File: src/rtl/ghist_checkpoint_ctrl_pkg.sv
// Shared types for the branch-history checkpoint queue: entry layout and default depth.
package ghist_checkpoint_ctrl_pkg;

   localparam int CKPT_DEPTH  = 16;
   localparam int GHIST_WIDTH = 8;
   localparam int FOLD_WIDTH  = 64;

   typedef logic [FOLD_WIDTH-1:0] fold_hist_t;

   typedef struct packed {
      logic [GHIST_WIDTH-1:0] ghist_idx;
      fold_hist_t             fold;
   } hist_ckpt_t;

endpackage

File: src/rtl/ghist_checkpoint_ctrl_ptr_range.sv
// Combinational live-range check: is idx one of the entries in [head, tail-1] modulo depth?
module ckpt_ptr_range #(
   parameter int IDX_W = 4
) (
   input  logic [IDX_W:0]   head,
   input  logic [IDX_W:0]   tail,
   input  logic [IDX_W-1:0] idx,
   output logic             in_range
);

   logic [IDX_W:0]   live_cnt;
   logic [IDX_W-1:0] off;

   // Distance from head, measured in the index ring, must be below the live count.
   assign live_cnt = tail - head;
   assign off      = idx - head[IDX_W-1:0];
   assign in_range = ({1'b0, off} < live_cnt);

endmodule

File: src/rtl/ghist_checkpoint_ctrl.sv
// Circular checkpoint queue of {ghist position, folded history}, with s2 overwrite,
// commit, and squash rollback that drives registered restore values.
module ghist_checkpoint_ctrl
   import ghist_checkpoint_ctrl_pkg::*;
#(
   parameter int DEPTH = CKPT_DEPTH,
   parameter int IDX_W = $clog2(DEPTH)
) (
   input  logic                   clk,
   input  logic                   rst,
   input  logic                   enq_valid,
   output logic                   enq_ready,
   input  logic [GHIST_WIDTH-1:0] enq_ghist_idx,
   input  logic [FOLD_WIDTH-1:0]  enq_fold,
   output logic [IDX_W-1:0]       enq_idx,
   input  logic                   s2_redirect,
   input  logic [GHIST_WIDTH-1:0] s2_ghist_idx,
   input  logic [FOLD_WIDTH-1:0]  s2_fold,
   input  logic                   commit_en,
   input  logic                   squash_en,
   input  logic [IDX_W-1:0]       squash_idx,
   output logic                   restore_valid,
   output logic [GHIST_WIDTH-1:0] restore_ghist_idx,
   output logic [FOLD_WIDTH-1:0]  restore_fold,
   output logic [IDX_W:0]         count,
   output logic                   squash_err
);

   localparam logic [IDX_W:0]   PTR_ONE = 1;
   localparam logic [IDX_W-1:0] IDX_ONE = 1;

   hist_ckpt_t entries [DEPTH];

   logic [IDX_W:0]   head;
   logic [IDX_W:0]   tail;
   logic [IDX_W:0]   sq_tail;
   logic [IDX_W-1:0] sq_off;
   logic [IDX_W-1:0] last_idx;
   logic             empty;
   logic             full;
   logic             sq_in_range;
   logic             sq_ok;
   logic             do_enq;
   logic             do_s2;
   logic             do_commit;

   assign empty     = (head == tail);
   assign full      = (head[IDX_W-1:0] == tail[IDX_W-1:0]) && (head[IDX_W] != tail[IDX_W]);
   assign count     = tail - head;
   assign enq_ready = ~full;
   assign enq_idx   = tail[IDX_W-1:0];
   assign last_idx  = tail[IDX_W-1:0] - IDX_ONE;

   ckpt_ptr_range #(.IDX_W(IDX_W)) u_range (
      .head     (head),
      .tail     (tail),
      .idx      (squash_idx),
      .in_range (sq_in_range)
   );

   // The squashed entry stays live, so the new tail sits one past it, measured
   // from the pre-commit head so the wrap bit comes out right.
   assign sq_off  = squash_idx - head[IDX_W-1:0];
   assign sq_tail = head + {1'b0, sq_off} + PTR_ONE;
   assign sq_ok   = squash_en & sq_in_range;

   assign do_s2     = s2_redirect & ~squash_en & ~empty;
   assign do_enq    = enq_valid & ~full & ~squash_en & ~s2_redirect;
   assign do_commit = commit_en & ~empty;

   always_ff @(posedge clk or negedge rst) begin
      if (!rst) begin
         head <= '0;
         tail <= '0;
      end else begin
         if (sq_ok) begin
            tail <= sq_tail;
         end else if (do_enq) begin
            tail <= tail + PTR_ONE;
         end
         if (do_commit) begin
            head <= head + PTR_ONE;
         end
      end
   end

   // Checkpoint storage carries no reset; only live entries are ever read.
   always_ff @(posedge clk) begin
      if (do_s2) begin
         entries[last_idx] <= '{ghist_idx: s2_ghist_idx, fold: s2_fold};
      end else if (do_enq) begin
         entries[tail[IDX_W-1:0]] <= '{ghist_idx: enq_ghist_idx, fold: enq_fold};
      end
   end

   always_ff @(posedge clk or negedge rst) begin
      if (!rst) begin
         restore_valid     <= 1'b0;
         restore_ghist_idx <= '0;
         restore_fold      <= '0;
         squash_err        <= 1'b0;
      end else begin
         restore_valid <= sq_ok;
         squash_err    <= squash_en & ~sq_in_range;
         if (sq_ok) begin
            restore_ghist_idx <= entries[squash_idx].ghist_idx;
            restore_fold      <= entries[squash_idx].fold;
         end
      end
   end

endmodule

File: config.mk
export PLATFORM = sky130hd
export DESIGN_NAME = ghist_checkpoint_ctrl
export DESIGN_NICKNAME = d
export VERILOG_FILES = /design/src/rtl/ghist_checkpoint_ctrl_pkg.sv /design/src/rtl/ghist_checkpoint_ctrl_ptr_range.sv /design/src/rtl/ghist_checkpoint_ctrl.sv
export SDC_FILE = /design/constraint.sdc
export NUM_CORES = 1
export LEC_CHECK = 0
export BUFFER_PORTS_ARGS = -buffer_cell sky130_fd_sc_hd__buf_2
export CAP_MARGIN = 40
export CORE_MARGIN = 2
export CORE_UTILIZATION = 50
export DETAILED_ROUTE_END_ITERATION = 10
export PLACE_DENSITY = 0.67
export SLEW_MARGIN = 20
export SYNTH_ARGS = -nofsm -noshare
export SYNTH_HDL_FRONTEND = slang
export SYNTH_SLANG_ARGS = --single-unit
File: constraint.sdc
create_clock -name clk -period 20.5 [get_ports clk]
set_clock_uncertainty 0.2 [all_clocks]
set_input_delay 1.025 -clock clk [delete_from_list [all_inputs] [get_ports clk]]
set_output_delay 1.025 -clock clk [all_outputs]
set_load 0.005 [all_outputs]
==> run summary, run 1 <==
Synth Register Bits -> 1236
Share of the core filled with cells -> 57.8%
Vias in the first global route -> 24292
Die area -> 0.0986 sq mm
Lkg Pwr -> 18.0 nW
Detailed placer's ending HPWL -> 58600 um
Hold Crit Class -> primary input to async pin
Period utilization -> 25.7%
YS warnings -> 0
Rows -> 113
Share of post-route cells with drive strength above 1 -> 35.6%
Cell area after synthesis -> 0.0480 sq mm
Worst Setup End Kind -> flop
H-tree depth -> 3
Post-Syn Instances -> 2178
Final Non-Filler Cells -> 3852
Remaining global-route overflow -> 0
Crit-path max cell delay -> 0.69 ns
Diode count -> 0
Cells along the critical path -> inv_1 -> ha_1 -> nand4_1 -> o211ai_1 -> buf_4 -> mux2_4 -> nand3_1 -> nor2_4 -> buf_4 -> buf_4
CP top delay family -> buffers and inverters
GRT Util Overall -> 21.6%
Worst Path Arrival -> 5.36 ns
Mapped Avg Cell Area -> 22.1 sq um
# clock sinks -> 1236
Via count -> 22888
Leading cell types in the layout, fill and taps excluded -> edfxtp_1 (1152), mux4_2 (285), buf_2 (233), mux2_2 (143), clkbuf_16 (121)
Final setup fails -> 0
WP buf/inv -> 4
Post-CTS Setup Inserts -> 0
CTS tree -> built
Routability cong. -> 0.825
Post-route DRC -> 0
Setup Crit Path Kind -> flop to flop
Worst endpoint required time -> 20.60 ns
Io pins -> 238
CP max stage cell -> buf_4
First-pass iteration count of the detailed router -> 5
Post-synth EDFFs -> 1152
Peak supply drop -> 0.124 mV
Initial Util -> 50.5%
DRC marker count from the first detailed-route iteration -> 1975
Max-Cap Viols -> 0
Antenna viol nets, final -> 0
Crit-path max FO -> 57
Worst-skew pair later-pin latency -> 0.70 ns
RSZ-0062 raised after global routing -> false
CTS Hold Bufs -> 0
# resized after CTS -> 0
Commonest non-fill, non-tap cell in the layout -> edfxtp_1
Worst-margin pin slew -> 0.978 ns
Antenna violations before repair -> 0
# placed instances -> 3623
Crit path top cell by count -> buf_4
FFs w/ async S/R, synth -> 6.80%
Area Overhead vs Synth -> 14.5%
Pwr dens -> 130 mW/mm^2
Unique cell type count in the Yosys netlist -> 46
Mapped Nets -> 2352
CTS root buffer -> clkbuf_16
Slew HR -> 34.8%
Pin count of the biggest net entering global routing -> 105
Post-synthesis sequential area ratio -> 76.4%
Die W -> 314 um
First-pass GRT wire length -> 157000 um
Max-slew violation count -> 0
Total CTS buffers -> 119
Status -> complete, no violations
Nets -> 2655
Tmin final -> 5.26 ns
Clk slew on worst S/H paths -> 0.06 ns
Most used DFF post-synth -> edfxtp_1
Core area -> 0.0952 sq mm
Fmax -> 0.190 GHz
Final worst slack -> 15.24 ns
Routed WL -> 105000 um
Final setup TNS -> 0 ns
Die H -> 314 um
Pre-CTS setup slack -> 14.88 ns
Largest buffer count on any clock path -> 3
Vias per Instance -> 5.94
Final Hold Violating Endpoints -> 0
PortBufs -> 237
Worst Setup Start Kind -> flop
Drt wl/cell -> 27.2 um
stage by stage:
stage / area [sq um] / hold WS [ns] / total power (W)
after floorplan: 48000 / 0.305 / 0.00447
after global placement: 50600 / 0.287 / 0.00494
after detailed placement: 51000 / 0.291 / 0.00503
after CTS: 55000 / 0.109 / 0.00721
after global routing: 55000 / 0.142 / 0.00745
final: 55000 / 0.118 / 0.00716
registers in the layout (all words and copies together), names as in the netlist:
register / count
entries: 1152
head: 5
restore_fold: 64
restore_ghist_idx: 8
restore_valid: 1
squash_err: 1
tail: 5
power by group:
group | switching (W) | total (W) | internal, W
logic | 0.000901 | 0.00155 | 0.000651
registers | 0.000136 | 0.00341 | 0.00328
clock network | 0.000921 | 0.00219 | 0.00127
total | 0.00196 | 0.00716 | 0.00520
logic make-up after synthesis:
group,share of synthesized area (%)
flops,76.4
buf+inv,1.67
compound gates,2.37
xor+xnor,0.362
fa+ha+maj,0.568
simple gates,1.21
mux,17.4
path summary, 6_finish.rpt:
path,slack [ns],cells past startpoint,start,endpoint
max in group asynchronous,18.85,3,rst,restore_fold[14]
min reg2reg,0.30,1,restore_fold[22],restore_fold[22]
min,0.12,1,rst,restore_fold[21]
max reg2reg,15.24,10,tail[0],entries[1][44]
min in group clk,0.30,1,restore_fold[22],restore_fold[22]
max,15.24,10,tail[0],entries[1][44]
cells in the mapped netlist, types with 5 or more instances:
| cell | number | share of area, % |
|---|---|---|
| a211oi_1 | 20 | 0.31 |
| a21o_1 | 6 | 0.094 |
| a21oi_1 | 30 | 0.31 |
| buf_1 | 10 | 0.078 |
| buf_2 | 25 | 0.26 |
| buf_4 | 30 | 0.47 |
| buf_6 | 15 | 0.35 |
| clkbuf_1 | 43 | 0.34 |
| dfrtp_1 | 84 | 4.4 |
| edfxtp_1 | 1152 | 72 |
| ha_1 | 17 | 0.44 |
| inv_1 | 17 | 0.13 |
| mux2_2 | 143 | 3.4 |
| mux2i_1 | 24 | 0.50 |
| mux4_2 | 285 | 13 |
| nand2_1 | 9 | 0.070 |
| nor2_1 | 71 | 0.55 |
| nor2b_1 | 20 | 0.26 |
| nor3_1 | 11 | 0.11 |
| o21ai_0 | 5 | 0.052 |
| o22ai_1 | 104 | 1.4 |
| xnor2_1 | 14 | 0.26 |
per-layer routing:
metal | share of wire [%] | up-vias | global-route usage, %
met2 | 51 | 760 | 36.4
met3 | 5.5 | 147 | 2.71
met4 | 2.0 | 0 | 5.69
met5 | 0 | - | 0
li1 | - | 9723 | -
met1 | 42 | 12258 | 30.1
final cells by class:
cell class | count | area [sq um]
clock buffers | 156 | 3190
clock inverters | 71 | 736
repair buffers | 306 | 2090
well taps | 1265 | 1580
multi-input cells | 801 | 10700
flip-flops and latches | 1236 | 36700
fillers | 6763 | 40100
inverters | 17 | 63.8
Power figures use the tool's default switching activity.
==> run 2: changes to the inputs <==
--- a/config.mk
+++ b/config.mk
@@ -10,7 +10,7 @@
 export CORE_MARGIN = 2
 export CORE_UTILIZATION = 50
 export DETAILED_ROUTE_END_ITERATION = 10
-export PLACE_DENSITY = 0.67
+export PLACE_DENSITY = 0.7
 export SLEW_MARGIN = 20
 export SYNTH_ARGS = -nofsm -noshare
 export SYNTH_HDL_FRONTEND = slang
==> constraint.sdc (replaced) <==
create_clock -name clk -period 4.4 [get_ports clk]
set_clock_uncertainty 0.2 [all_clocks]
set_input_delay 0.22 -clock clk [delete_from_list [all_inputs] [get_ports clk]]
set_output_delay 0.22 -clock clk [all_outputs]
set_load 0.005 [all_outputs]
==> run summary, run 2 (same netlist as run 1, synthesis figures left out) <==
Via count -> 23533 (+2.8%)
Largest buffer count on any clock path -> 3 (unchanged)
CP top delay family -> buffers and inverters
WP buf/inv -> 3 (-1)
CTS tree -> built
Net Sw Frac -> 27.0% (-0.41 points)
Hold path start -> squash_idx[3]
Routed WL -> 105000 um (+0.58%)
Remaining global-route overflow -> 0 (unchanged)
Lkg Pwr -> 18.8 nW (+4.1%)
Post-route DRC -> 0 (unchanged)
# clock sinks -> 1236 (unchanged)
Flop pwr share -> 47.5% (-0.2 points)
Worst endpoint required time -> 4.52 ns (-16.08 ns)
Final setup fails -> 0 (unchanged)
Max-Cap Viols -> 0 (unchanged)
Slew HR -> 43.5% (+8.7 points)
Antenna violations before repair -> 1 (+1)
Commonest non-fill, non-tap cell in the layout -> edfxtp_1
Leading cell types in the layout, fill and taps excluded -> edfxtp_1 (1152), mux4_2 (285), buf_2 (235), dlygate4sd3_1 (148), mux2_2 (143)
Routability cong. -> 0.824 (about the same)
Die area -> 0.0986 sq mm (unchanged)
Period utilization -> 93.2% (+67 points)
Largest registers -> entries: 1152 flops, restore_fold: 64 flops, restore_ghist_idx: 8 flops
CP max stage cell -> dlygate4sd3_1
Combinational group share of total power -> 21.7% (about the same)
Max reg flops -> 1152 (unchanged)
Setup Crit Path Kind -> flop to flop
Drt wl/cell -> 26.4 um (-3.1%)
First-pass iteration count of the detailed router -> 5 (unchanged)
Max-slew violation count -> 0 (unchanged)
Status -> complete, no violations
PortBufs -> 237 (unchanged)
GRT Util Overall -> 21.8% (+0.18 points)
Worst setup path start -> tail[0]
H-tree depth -> 3 (unchanged)
Worst-skew pair later-pin latency -> 0.71 ns (about the same)
Crit-path max FO -> 72 (+26%)
CTS Hold Bufs -> 149 (+149)
Fmax -> 0.244 GHz (+28%)
Die H -> 314 um (unchanged)
Reg2reg start -> tail[0]
Cells along the critical path -> inv_1 -> ha_1 -> nand4_1 -> o211ai_1 -> buf_12 -> mux2_2 -> dlygate4sd3_1
Worst hold margin -> 0.0585 ns (-0.0593 ns)
Diode count -> 0 (unchanged)
Total power -> 0.0335 W (+370%)
Tmin final -> 4.10 ns (-1.16 ns)
Area Overhead vs Synth -> 18.2%
Crit-path max cell delay -> 0.82 ns (+0.13 ns)
Pwr dens -> 589 mW/mm^2 (+350%)
Clock share of power -> 30.8% (+0.2 points)
Share of post-route cells with drive strength above 1 -> 34.7% (-0.97 points)
Fin area -> 0.0568 sq mm (+3.2%)
Detailed placer's ending HPWL -> 58800 um (+0.44%)
RSZ-0062 raised after global routing -> false
Worst Setup End Kind -> flop
CTS root buffer -> clkbuf_16
Worst-margin pin slew -> 0.847 ns (-0.131 ns)
Total CTS buffers -> 118 (-0.84%)
Worst Setup Start Kind -> flop
Initial Util -> 50.5% (unchanged)
Clk slew on worst S/H paths -> 0.06 ns (about the same)
P_int -> 0.0244 W (+370%)
Net switching power -> 0.00902 W (+360%)
DRC marker count from the first detailed-route iteration -> 2365 (+20%)
Cell Area, Placed -> 0.0512 sq mm (+0.40%)
Die W -> 314 um (unchanged)
Biggest register -> entries
Rows -> 113 (unchanged)
Worst Path Arrival -> 4.22 ns (-1.14 ns)
First-pass GRT wire length -> 159000 um (+1.8%)
Io pins -> 238 (unchanged)
Peak supply drop -> 1.08 mV (+770%)
Pin count of the biggest net entering global routing -> 96 (-8.6%)
Core area -> 0.0952 sq mm (unchanged)
Antenna viol nets, final -> 0 (unchanged)
Vias in the first global route -> 24882 (+2.4%)
Post-CTS Setup Inserts -> 0 (unchanged)
# resized after CTS -> 0 (unchanged)
Nets -> 2807 (+5.7%)
Vias per Instance -> 5.88 (-0.96%)
Hold Crit Class -> primary input to flop
Final Hold Violating Endpoints -> 0 (unchanged)
==> run 2: worst register-to-register path, cell delays in order (launching register included) <==
cell and delay, ns:
dfrtp_1 0.50, inv_1 0.15, ha_1 0.35, nand4_1 0.18
o211ai_1 0.57, buf_12 0.46, mux2_2 0.51, dlygate4sd3_1 0.82
==> run 2: layout make-up <==
class | instances | area [sq um]
Multi-Input combinational cell | 801 | 10700
Clock buffer | 147 | 3170
Inverter | 17 | 63.8
Tap cell | 1265 | 1580
Timing Repair Buffer | 459 | 3750
Sequential cell | 1236 | 36700
Fill cell | 6585 | 38400
Clock inverter | 74 | 815
==> run 2: final timing paths <==
kind,slack [ns],end,depth (start not counted)
setup / recovery,0.30,entries[7][48],7
hold / removal,0.06,restore_fold[12],3
setup reg to reg,0.30,entries[7][48],7
hold reg to reg,0.30,restore_fold[46],1
max in group asynchronous,2.83,restore_fold[11],4
min in group asynchronous,0.45,restore_fold[29],4
==> run 2: power groups by stage <==
| stage | Sequential, W | Clock [W] | Combinational (W) |
|---|---|---|---|
| floorplan | 0.0160 | 0 | 0.00472 |
| global placement | 0.0160 | 0 | 0.00701 |
| detailed placement | 0.0161 | 0 | 0.00722 |
| CTS | 0.0159 | 0.0105 | 0.00738 |
| global route | 0.0161 | 0.0109 | 0.00786 |
| finish | 0.0159 | 0.0103 | 0.00728 |
==> run 2: through the flow <==
| stage | TNS [ns] | worst slack (ns) | utilization, % | cells |
|---|---|---|---|---|
| global placement | 0 | 0.418 | 53.8 | 3621 |
| floorplan | -562.02 | -1.05 | - | 2178 |
| finish | 0 | 0.301 | 59.7 | 3999 |
| detailed placement | 0 | 0.331 | 53.9 | 3625 |
| CTS | 0 | 0.270 | 59.6 | 3995 |
| global route | 0 | 0.0907 | 59.7 | 3999 |
==> run 2: metal layers <==
| metal | up-vias | share of wire, % | global-route usage, % | wire length (um) |
|---|---|---|---|---|
| li1 | 10038 | - | - | - |
| met1 | 12416 | 40 | 29.6 | 42100 |
| met2 | 907 | 51 | 36.9 | 54300 |
| met3 | 170 | 6.4 | 3.14 | 6710 |
| met4 | 2 | 2.3 | 6.44 | 2430 |
| met5 | - | 0.010 | 0 | 11 |
